$ cat src/rtl/cmatmul_sequencer_pkg.sv
// Shared definitions for the complex matrix-multiply sequencer.
// Holds the sequencer state encoding and the default operand address width.
// No ports; imported by cmm_addr_gen and cmatmul_sequencer.
package cmatmul_sequencer_pkg;

    // Default operand/result memory address width.
    localparam int CMM_ADDR_BITS = 7;

    typedef enum logic [1:0] {
        CMM_IDLE  = 2'd0,
        CMM_RUN   = 2'd1,
        CMM_DRAIN = 2'd2,
        CMM_DONE  = 2'd3
    } cmm_state_t;

endpackage

$ cat src/rtl/cmm_addr_gen.sv
// Nested i (outer) / j / k (inner) loop counters producing the shared A/B read addresses.
// Latency: addresses are direct concatenations of registered counters; one step per enabled cycle.
// Backpressure: i_en low holds every counter; the final (N-1,N-1,N-1) point is held, never wrapped.
// Ports: i_clk/i_rst clock and sync reset, i_clr zeroes the counters for a new run, i_en advances,
//        o_dir_m1={i,k}, o_dir_m2={k,j}, o_idx={i,j}, o_first (k==0), o_last (k==N-1), o_end (last point).
module cmm_addr_gen
    import cmatmul_sequencer_pkg::*;
#(
    parameter int N         = 8,
    parameter int ADDR_BITS = CMM_ADDR_BITS
) (
    input  logic                 i_clk,
    input  logic                 i_rst,
    input  logic                 i_clr,
    input  logic                 i_en,
    output logic [ADDR_BITS-1:0] o_dir_m1,
    output logic [ADDR_BITS-1:0] o_dir_m2,
    output logic [ADDR_BITS-1:0] o_idx,
    output logic                 o_first,
    output logic                 o_last,
    output logic                 o_end
);

    localparam int             LB   = $clog2(N);
    localparam logic [LB-1:0]  MAXV = LB'(N - 1);
    localparam logic [LB-1:0]  ONE  = LB'(1);

    logic [LB-1:0] r_i;
    logic [LB-1:0] r_j;
    logic [LB-1:0] r_k;

    assign o_first  = (r_k == '0);
    assign o_last   = (r_k == MAXV);
    assign o_end    = (r_i == MAXV) && (r_j == MAXV) && (r_k == MAXV);

    // N is a power of two, so row-major addresses are plain concatenations.
    assign o_dir_m1 = ADDR_BITS'({r_i, r_k});
    assign o_dir_m2 = ADDR_BITS'({r_k, r_j});
    assign o_idx    = ADDR_BITS'({r_i, r_j});

    always_ff @(posedge i_clk) begin
        if (i_rst || i_clr) begin
            r_i <= '0;
            r_j <= '0;
            r_k <= '0;
        end else if (i_en && !o_end) begin
            // Counters wrap naturally at N; carries ripple k -> j -> i.
            r_k <= r_k + ONE;
            if (r_k == MAXV) begin
                r_j <= r_j + ONE;
                if (r_j == MAXV) begin
                    r_i <= r_i + ONE;
                end
            end
        end
    end

endmodule

$ cat src/rtl/cmatmul_sequencer.sv
// Sequencer for C = A x B over complex operand memories: one A/B read issue per cycle, MAC control, result writes.
// Latency: first issue the cycle after start is accepted; N^3 issues; done pulses RD_LAT+2 cycles after the last issue.
// Backpressure: none by default; with CMM_HOLD_EN defined, hold freezes the sequencer and masks mac_en/res_we.
// Ports: src_clk, rst (sync, active high), start (sampled in IDLE), busy, done (1-cycle pulse),
//        Dir_M1/Dir_M2 A/B read addresses, mac_en/mac_clr MAC control, res_we/res_addr result write,
//        hold (present only when CMM_HOLD_EN is defined).
module cmatmul_sequencer
    import cmatmul_sequencer_pkg::*;
#(
    parameter int N         = 8,
    parameter int ADDR_BITS = CMM_ADDR_BITS,
    parameter int RD_LAT    = 1
) (
    input  logic                 src_clk,
    input  logic                 rst,
    input  logic                 start,
`ifdef CMM_HOLD_EN
    input  logic                 hold,
`endif
    output logic                 busy,
    output logic                 done,
    output logic [ADDR_BITS-1:0] Dir_M1,
    output logic [ADDR_BITS-1:0] Dir_M2,
    output logic                 mac_en,
    output logic                 mac_clr,
    output logic                 res_we,
    output logic [ADDR_BITS-1:0] res_addr
);

    // Drain covers the RD_LAT tag delay plus the result-write cycle.
    localparam logic [2:0] DRAIN_LAST = 3'(RD_LAT);

    cmm_state_t            r_state;
    logic                  r_busy;
    logic                  r_done;
    logic [2:0]            r_drain;

    // Issue tags delayed to line up with operand data arriving at the MAC.
    logic                  r_tag_vld   [RD_LAT];
    logic                  r_tag_first [RD_LAT];
    logic                  r_tag_last  [RD_LAT];
    logic [ADDR_BITS-1:0]  r_tag_idx   [RD_LAT];

    logic                  r_res_we;
    logic [ADDR_BITS-1:0]  r_res_addr;

    logic                  w_stall;
    logic                  w_issue;
    logic                  w_clr;
    logic                  w_first;
    logic                  w_last;
    logic                  w_end;
    logic [ADDR_BITS-1:0]  w_idx;

`ifdef CMM_HOLD_EN
    assign w_stall = hold;
`else
    assign w_stall = 1'b0;
`endif

    assign w_issue = (r_state == CMM_RUN) && !w_stall;
    assign w_clr   = (r_state == CMM_IDLE) && start && !w_stall;

    cmm_addr_gen #(
        .N         (N),
        .ADDR_BITS (ADDR_BITS)
    ) u_addr_gen (
        .i_clk    (src_clk),
        .i_rst    (rst),
        .i_clr    (w_clr),
        .i_en     (w_issue),
        .o_dir_m1 (Dir_M1),
        .o_dir_m2 (Dir_M2),
        .o_idx    (w_idx),
        .o_first  (w_first),
        .o_last   (w_last),
        .o_end    (w_end)
    );

    always_ff @(posedge src_clk) begin
        if (rst) begin
            r_state <= CMM_IDLE;
            r_busy  <= 1'b0;
            r_done  <= 1'b0;
            r_drain <= 3'd0;
        end else if (!w_stall) begin
            case (r_state)
                CMM_IDLE: begin
                    if (start) begin
                        r_state <= CMM_RUN;
                        r_busy  <= 1'b1;
                    end
                end
                CMM_RUN: begin
                    // The final point is still issued in this cycle.
                    if (w_end) begin
                        r_state <= CMM_DRAIN;
                        r_drain <= 3'd0;
                    end
                end
                CMM_DRAIN: begin
                    if (r_drain == DRAIN_LAST) begin
                        r_state <= CMM_DONE;
                        r_busy  <= 1'b0;
                        r_done  <= 1'b1;
                    end else begin
                        r_drain <= r_drain + 3'd1;
                    end
                end
                CMM_DONE: begin
                    r_state <= CMM_IDLE;
                    r_done  <= 1'b0;
                end
                default: begin
                    r_state <= CMM_IDLE;
                end
            endcase
        end
    end

    always_ff @(posedge src_clk) begin
        if (rst) begin
            for (int s = 0; s < RD_LAT; s++) begin
                r_tag_vld[s]   <= 1'b0;
                r_tag_first[s] <= 1'b0;
                r_tag_last[s]  <= 1'b0;
                r_tag_idx[s]   <= '0;
            end
            r_res_we   <= 1'b0;
            r_res_addr <= '0;
        end else if (!w_stall) begin
            r_tag_vld[0]   <= w_issue;
            r_tag_first[0] <= w_first;
            r_tag_last[0]  <= w_last;
            r_tag_idx[0]   <= w_idx;
            for (int s = 1; s < RD_LAT; s++) begin
                r_tag_vld[s]   <= r_tag_vld[s-1];
                r_tag_first[s] <= r_tag_first[s-1];
                r_tag_last[s]  <= r_tag_last[s-1];
                r_tag_idx[s]   <= r_tag_idx[s-1];
            end
            // Write one cycle after the last term accumulates; the MAC is registered,
            // so this write sees the finished sum even if the next element clears now.
            r_res_we <= r_tag_vld[RD_LAT-1] && r_tag_last[RD_LAT-1];
            if (r_tag_vld[RD_LAT-1] && r_tag_last[RD_LAT-1]) begin
                r_res_addr <= r_tag_idx[RD_LAT-1];
            end
        end
    end

    assign busy     = r_busy;
    assign done     = r_done;
    assign res_addr = r_res_addr;
    // Masked while held so the frozen pipeline head is not consumed twice.
    assign mac_en   = r_tag_vld[RD_LAT-1] && !w_stall;
    assign mac_clr  = r_tag_vld[RD_LAT-1] && r_tag_first[RD_LAT-1] && !w_stall;
    assign res_we   = r_res_we && !w_stall;

endmodule
$ cat config.mk
export PLATFORM = sky130hd
export DESIGN_NAME = cmatmul_sequencer
export DESIGN_NICKNAME = d
export VERILOG_FILES = /design/src/rtl/cmatmul_sequencer_pkg.sv /design/src/rtl/cmm_addr_gen.sv /design/src/rtl/cmatmul_sequencer.sv
export SDC_FILE = /design/constraint.sdc
export NUM_CORES = 1
export LEC_CHECK = 0
export CAP_MARGIN = 10
export CORE_ASPECT_RATIO = 0.75
export CORE_MARGIN = 8
export CORE_UTILIZATION = 28
export CTS_CLUSTER_SIZE = 16
export DETAILED_ROUTE_END_ITERATION = 8
export PLACE_DENSITY_LB_ADDON = 0.3
export SETUP_SLACK_MARGIN = 0.5
export SLEW_MARGIN = 20
export SYNTH_ARGS = -nofsm -noshare
export SYNTH_HDL_FRONTEND = slang
export SYNTH_HIERARCHICAL = 1
export SYNTH_SLANG_ARGS = --single-unit
$ cat constraint.sdc
create_clock -name src_clk -period 5 [get_ports src_clk]
set_clock_uncertainty 0.15 [all_clocks]
set_input_delay 0.5 -clock src_clk [delete_from_list [all_inputs] [get_ports src_clk]]
set_output_delay 0.5 -clock src_clk [all_outputs]
set_load 0.02 [all_outputs]
==> Word level (Yosys, flattened, before mapping) <==
Memories as Yosys holds them, arrays and structs flattened. A register that Yosys moved wholly into a read port is not among the register bits.
Cells that the tools add are included.
{ "totals": {"register_bits": 24, "ram_bits": 9, "input_bits": 3, "output_inout_bits": 26, "wordCells": 74, "n_memories": 4} }
{ "mem_list": {"columns": ["memory", "words", "word_bits", "rd", "rd_ports_with_merged_regs", "write_ports", "line", "text"], "rows": [
  ["r_tag_idx", 1, 6, 1, 1, 1, "cmatmul_sequencer.sv:42", "logic [ADDR_BITS-1:0] r_tag_idx [RD_LAT];"],
  ["r_tag_first", 1, 1, 1, 0, 1, "cmatmul_sequencer.sv:40", "logic r_tag_first [RD_LAT];"],
  ["r_tag_last", 1, 1, 1, 0, 1, "cmatmul_sequencer.sv:41", "logic r_tag_last [RD_LAT];"],
  ["r_tag_vld", 1, 1, 1, 0, 1, "cmatmul_sequencer.sv:39", "logic r_tag_vld [RD_LAT];"]
]} }
{ "op_classes": {"addsub": 4, "eq_ne": 11, "mux": 23, "n_reduce_logical": 23} }
{ "op_table": {"columns": ["operator", "count"], "rows": [
  ["1-bit 2-to-1 mux", 13],
  ["3-bit by 1-bit adder with 3-bit output (second input constant)", 4],
  ["3-bit AND reduction", 4],
  ["3-bit equality test (second input constant)", 3],
  ["2-bit inequality test (second input constant)", 4],
  ["2-bit one-hot mux with 4 select lines", 1],
  ["1-bit logical AND", 6],
  ["2-bit 2-to-1 mux", 3],
  ["3-bit 2-to-1 mux", 2],
  ["6-bit 2-to-1 mux", 1],
  ["3-bit one-hot mux with 2 select lines", 1],
  ["2-bit nonzero test", 3],
  ["6-bit OR reduction", 1],
  ["2-bit equality test (second input constant)", 2],
  ["1-bit one-hot mux with 2 select lines", 2],
  ["2-bit AND reduction", 2],
  ["3-bit by 1-bit equality test with 1-bit output (second input constant)", 1],
  ["3-bit logical NOT", 1],
  ["1-bit OR reduction", 3],
  ["2-bit by 1-bit equality test with 1-bit output (second input constant)", 1],
  ["2-bit logical NOT", 1],
  ["1-bit logical NOT", 1],
  ["1-bit logical OR", 1]
]} }

==> Logic depth before layout (Yosys ltp) <==
{ "depth": {"ltp_word": 6, "depth_mapped": 7} }

==> Hierarchy <==
Netlist, hierarchy kept.
{ "by_module_without_submodules": {"columns": ["mod", "instances", "cells_each", "area_per_inst_um2"], "rows": [
  ["cmatmul_sequencer", 1, 108, 1007.2],
  ["cmm_addr_gen", 1, 66, 564.3]
]} }

==> Worst setup path before layout <==
Ideal clock, no wire load.
{ "synth_timing": {"path_kind": "register -> register", "from": "register u_addr_gen.r_k[1]", "to": "register r_drain[2]", "t_arrival_ns": 1.810, "slack_ns": 2.970, "path_stages_with_launch": 8, "n_path_buf": 0, "period_less_slack_ns": 2.030, "cell_sequence": "dfxtp_1 -> ha_1 -> ha_1 -> nand3_1 -> inv_1 -> nor2b_4 -> or4_1 -> a21oi_1"} }
{ "synth_via": {"elab_chain_cells": 4} }
{ "synth_lines": {"columns": ["element", "line", "text"], "rows": [
  ["from (decl)", "cmm_addr_gen.sv:30", "logic [LB-1:0] r_k;"],
  ["from (signal assigned)", "cmm_addr_gen.sv:48", "r_k <= r_k + ONE;"],
  ["3-bit equality test", null, null],
  ["via w_last", "cmatmul_sequencer.sv:51", "logic w_last;"],
  ["1-bit logical AND", "cmm_addr_gen.sv:34", "assign o_end = (r_i == MAXV) && (r_j == MAXV) && (r_k == MAXV);"],
  ["via w_end", "cmatmul_sequencer.sv:52", "logic w_end;"],
  ["2-bit inequality test (no source line)", null, null],
  ["3-bit AND reduction (no source line)", null, null],
  ["to (signal assigned)", "cmatmul_sequencer.sv:107", "r_drain <= r_drain + 3'd1;"],
  ["to (decl)", "cmatmul_sequencer.sv:36", "logic [2:0] r_drain;"]
]} }
The timed path passes the listed nets, and every way through them passes these cells.
A chain may end at the register's enable or synchronous reset.

==> Final worst setup path <==
{ "layout_timing": {"from": "memory r_tag_vld[0]", "to": "output mac_clr"} }
{ "layout_via": {"elab_chain_cells": 2} }
{ "layout_lines": {"columns": ["element", "line", "text"], "rows": [
  ["from (decl)", "cmatmul_sequencer.sv:39", null],
  ["memory read 1 x 1 bit", null, null],
  ["1-bit logical AND", "cmatmul_sequencer.sv:156", "assign mac_clr = r_tag_vld[RD_LAT-1] && r_tag_first[RD_LAT-1] && !w_stall;"],
  ["to (decl)", "cmatmul_sequencer.sv:25", "output logic mac_clr,"]
]} }
No other way between the ends.

==> reports/summary.txt <==
CTS Buffer Depth - 2
Critical path buffers and inverters - 1
Synth area leaders - dfxtp_1 43%, ha_1 10%, buf_4 6.2%
FP Rows - 23
Yosys warning total - 6
die height - 80.9 µm
CTS Sinks - 34
clock root buffer - clkbuf_8
setup TNS - 0 ns
post-synth cell types - 32
routed wire length - 3090 µm
die area - 8290 µm²
endpoints failing setup - 0
RSZ-0062 raised after global routing - false
Ant. Diodes - 0
status - finished clean
FFs w/ async S/R, synth - 0%
Arr. time, crit path - 1.58 ns
CTS Hold Bufs - 0
vias in the first global route - 1063
via/cell ratio - 4.34
largest net degree at the start of global routing - 31
Reg-to-Reg End - r_drain[2]
Post-synth top flop - dfxtp_1
drt pass-1 iters - 4
EDFF count, synth - 0
Skew-Pair Late Insertion Delay - 0.28 ns
min Tclk post-route - 2.23 ns
slowest cell on the critical path - clkdlybuf4s50_1
wire per inst - 11.7 µm
max_slew headroom - 34.9%
end of the critical path - mac_clr
Worst Hold Depth - 2
r2r setup slk - 2.86 ns
crit-path max FO - 10
share of layout cells above drive strength 1 - 5.29%
cts bufs inserted - 5
DR vias - 1145
#FFs+latches synth - 34
max-slew violation count - 0
Final GP Congestion - 0.726
period utilization - 44.5%
post-layout util - 35.7%
Worst Setup SP - r_tag_vld[0]
CORE AREA - 5380 µm²
fillcell total - 565
IO Count - 29
HPWL after DPL - 2290 µm
clock-pin slew of the registers on the worst-case setup and hold paths - 0.07 ns
antenna violations before repair - 0
global-route usage over all layers - 7.94%
critical path class - reg -> out
Crit path depth - 2
post-cts resize count - 0
die width - 103 µm
top-count cell post-synth - dfxtp_1
Top delay family on crit path - buffers and inverters
Setup Fix Bufs, Post-CTS - 0
P&R area growth vs syn - 22.2%
crit-path max cell delay - 0.60 ns
final hold vios - 0
most frequent cells after synthesis - 34 x dfxtp_1, 17 x a21oi_1
CTS tree - done
f_max - 0.449 GHz
Leak - 0.000732 µW
CTS H-tree depth - 2
area of the mapped netlist - 1570 µm²
initial cell density of the core - 29.2%
R2R cell count - 7
CP Cell Sequence - and2_1 -> clkdlybuf4s50_1
first-pass GRT wire length - 5140 µm
worst vdd ir - 0.161 mV
number of max-cap violations - 0
post-synthesis sequential area ratio - 43.3%
GRT Residual Overflow - 0
CP Launch Type - register
Synth Area per Inst - 9.03 µm²
fin nets - 205
Critical Path RT - 4.35 ns
Crit. End Element - output port
worst reg2reg path startpoint - u_addr_gen/r_k[0]
# port buffers - 26
Hold/Removal Path Class - reg -> reg
pwr dens - 393 nW/µm²
top-area cell type share of the netlist area - 43.3%
DRC - 0
cells after synthesis - 174
First DRT Iteration DRCs - 51
worst-margin pin slew - 0.973 ns
Post-DRT Antenna Nets - 0
Yosys top cell by area - dfxtp_1
## area by class of cell
| cell class | instances | area [µm²] | share of cell area, % |
|---|---|---|---|
| Multi-Input combinational cell | 114 | 743 | 38.7 |
| Sequential cell | 34 | 681 | 35.4 |
| Timing Repair Buffer | 26 | 260 | 13.6 |
| Tap cell | 75 | 93.8 | 4.89 |
| Clock buffer | 6 | 82.6 | 4.30 |
| Clock inverter | 1 | 30.0 | 1.56 |
| Inverter | 8 | 30.0 | 1.56 |
## worst min-delay path by stage
stage	start	to	slack (ns)
4_1_cts	r_tag_idx[0][6]	res_addr[6]	0.30
2_1_floorplan	r_tag_idx[0][0]	res_addr[0]	0.28
3_5_place_dp	r_tag_idx[0][6]	res_addr[6]	0.29
5_1_grt	r_tag_idx[0][1]	res_addr[1]	0.32
6_report	r_tag_idx[0][6]	res_addr[6]	0.30
3_3_place_gp	r_tag_idx[0][1]	res_addr[1]	0.29
## through the flow
stage | instance area (µm²) | worst slack (ns) | hold WS, ns | total power, µW | std cells
after global routing | 1920 | 2.69 | 0.320 | 802 | 264
after CTS | 1920 | 2.75 | 0.301 | 765 | 264
after detailed placement | 1810 | 2.57 | 0.291 | 509 | 257
after global placement | 1810 | 2.61 | 0.288 | 509 | 257
final | 1920 | 2.77 | 0.299 | 755 | 264
after floorplan | 1580 | 2.97 | 0.279 | 462 | 176
## routing by layer
| metal | part of all wire (%) | track usage (%) | vias to the layer above |
|---|---|---|---|
| met5 | 0 | 0 | - |
| met4 | 1.2 | 3.50 | 0 |
| met3 | 9.0 | 3.76 | 4 |
| met2 | 37 | 9.70 | 26 |
| met1 | 52 | 11.2 | 516 |
| li1 | - | - | 599 |
## registers in the layout (all words and copies together) (netlist names)
name / cells
r_tag_idx: 7
res_addr: 7
r_drain: 3
u_addr_gen/r_i: 3
u_addr_gen/r_j: 3
u_addr_gen/r_k: 3
r_state: 2
busy: 1
done: 1
r_tag_first: 1
r_tag_last: 1
r_tag_vld: 1
res_we: 1
## tightest hold or removal path, cell delays in order, from the launching register on
cell and delay (ns):
dfxtp_1 0.30, nand3_1 0.05, a21oi_1 0.05
## report_power, final
part / internal [µW] / switching, µW / total (µW)
clock: 159 / 94.2 / 254
combinational: 82.0 / 105 / 187
sequential: 292 / 22.1 / 314
total: 533 / 221 / 755
## placed cells by master (no fill, tap or decap), drive strengths merged
cell type	n
nand4b	1
or2	1
a21boi	1
nand3b	2
nor2b	14
xor2	1
nand4	3
ha	13
a221oi	1
or2b	1
inv	8
or4	1
nand2	13
clkbuf	6
clkdlybuf4s50	26
nor2	6
nand3	11
a21oi	17
o211ai	1
and2	3
o31ai	1
or3	1
o32ai	2
mux2i	4
o21ai	7
conb	3
dfxtp	34
nand2b	5
o21a	1
bufinv	1
## cell families (layout without fill, tap and decap cells)
group	Yosys count	in the layout	share of synthesized area, %
multiplexers	4	4	2.55
adder cells (fa/ha/maj)	13	13	10.4
flip-flops	34	34	43.3
other	1	3	0.239
AO/OA/AOI/OAI	31	31	11.2
AND/OR/NAND/NOR	62	62	21.9
XOR/XNOR	1	1	0.557
buffers and inverters	28	41	9.87
Power figures use the tool's default switching activity.
==> RTL edit (same flow settings) <==
`N` is set to 8 in 2 places; all go to 16.
--- a/src/rtl/cmm_addr_gen.sv
+++ b/src/rtl/cmm_addr_gen.sv
@@ -8,3 +8,3 @@
 #(
-    parameter int N         = 8,
+    parameter int N         = 16,
     parameter int ADDR_BITS = CMM_ADDR_BITS
--- a/src/rtl/cmatmul_sequencer.sv
+++ b/src/rtl/cmatmul_sequencer.sv
@@ -9,3 +9,3 @@
 #(
-    parameter int N         = 8,
+    parameter int N         = 16,
     parameter int ADDR_BITS = CMM_ADDR_BITS,
Formal check against the unedited RTL: not equivalent (Yosys sat finds a counterexample within 4 cycles, from zero or initial values and one cycle with rst high).
==> RTL edit against the unedited design <==
Setup slack got worse by 0.045 ns; synthesized area increased by 15%; wire length rose by 32%; sequential cell count up 3; cell area up 13%; power grew 13%; sequential power increased by 11%; largest power group unchanged.
==> RTL edit: results (changes against the unedited design) <==
Clk_lat worst skew = 0.29 ns
Slew HR = 55.9% (+21 points)
Cell Area, Placed = 0.00205 mm2 (+13%)
Post-CTS setup buffers = 0 (unchanged)
Largest net degree at the start of global routing = 38 (+23%)
Post-route cell area = 0.00217 mm2 (+13%)
Post-synth top cells = dfxtp_1, a21oi_1, nand2_1, nand3_1
Ranking of synthesized cells by area = dfxtp_1, ha_1, buf_4, a21oi_1, nor2b_1
Pleak = 0.752 nW (+2.7%)
Htree depth = 2 (unchanged)
GRT Total Usage = 9.04% (+1.1 points)
Post_cts resized = 0 (unchanged)
Crit-path max FO = 9 (-1)
PortBufs = 28 (+7.7%)
Starting DRC count in detailed routing = 71 (+39%)
R2r worst-path depth = 7 (unchanged)
Worst VDD drop = 0.140 mV (-13%)
Grt met1 use = 12.5% (+1.3 points)
Routability cong. = 0.778 (+7.1%)
Drt pass-1 iters = 4 (unchanged)
Final #Nets = 230 (+12%)
Hpwl dp = 2850 um (+25%)
Hold Crit Class = flip-flop to flip-flop
Total vias in the final route = 1425 (+24%)
CP max-delay cell = or4_1
Routed len/inst = 13.6 um (+16%)
Routed wire length = 4080 um (+32%)
Min-delay src = r_tag_idx[0][3]
CP max stage delay = 0.46 ns (-0.14 ns)
Clk root buf = clkbuf_8
FILL cells = 677 (+20%)
Reg-to-reg startpoint = u_addr_gen/r_i[1]
CP Capture Type = flip-flop
Post-synthesis sequential area ratio = 41.0% (-2.3 points)
Outcome = completed
GR Layer Usage met3 = 2.92% (-0.84 points)
Met2 Usage GRT = 12.4% (+2.7 points)
Syn Area/Cell = 8.86 um2 (-1.9%)
Number of cells on the worst hold path = 2 (unchanged)
Place WS = 2.68 ns (+0.113 ns)
R2R Path End = r_drain[2]
CP startpoint kind = flip-flop
DR WL met3 = 278 um (+0.36%)
Count of cell types in the netlist = 40 (+25%)
Vias in the first global route = 1306 (+23%)
Async SR Flop Fraction = 0% (unchanged)
Placed insts = 291 (+13%)
DR top layer = met4
M1 WL = 2050 um (+27%)
Global-route wire length before repair = 6640 um (+29%)
PnR worst setup slack = 2.73 ns (-0.0454 ns)
Worst hold endpoint = res_addr[3]
Initial antenna violation count = 0 (unchanged)
Met2 wire len = 1700 um (+47%)
Hold_ws = 0.300 ns (+0.000629 ns)
Warnings, synthesis = 6 (unchanged)
Proportion of layout cells with a drive suffix above 1 = 5.05% (-0.25 points)
Crit-path leading delay family = simple AND/OR/NAND/NOR gates
Worst endpoint data arrival time = 2.35 ns (+0.77 ns)
-- RTL edit: cell count changes in the layout (fill, tap and decap cells not counted), moves of 3 or more --
cell and delta:
a31oi_1 +3, conb_1 -3, dfxtp_1 +3, ha_1 -3
nand2_1 +4, nand3_1 +5, nor4b_1 +3, o21ai_0 -4
-- RTL edit: power by group --
group | total (mW) | leakage (nW) | internal [mW] | switching, mW
sequential | 0.350 | 0.299 | 0.319 | 0.0307
clock | 0.264 | 0.0543 | 0.149 | 0.115
combinational | 0.239 | 0.398 | 0.107 | 0.132
total | 0.853 | 0.752 | 0.575 | 0.277
-- RTL edit: cell families after synthesis --
logic type / synth area share [%]
compound gates: 13.7
fa+ha+maj: 6.93
buf+inv: 9.70
flops: 41.0
mux: 3.32
simple gates: 25.3
-- RTL edit: layout make-up --
type	count	share of cell area, %
Tap cell	81	4.68
Sequential cell	37	34.2
Timing Repair Buffer	29	13.3
Inverter	8	1.39
Multi-Input combinational cell	136	41.1
Clock inverter	3	2.14
Clock buffer	5	3.18
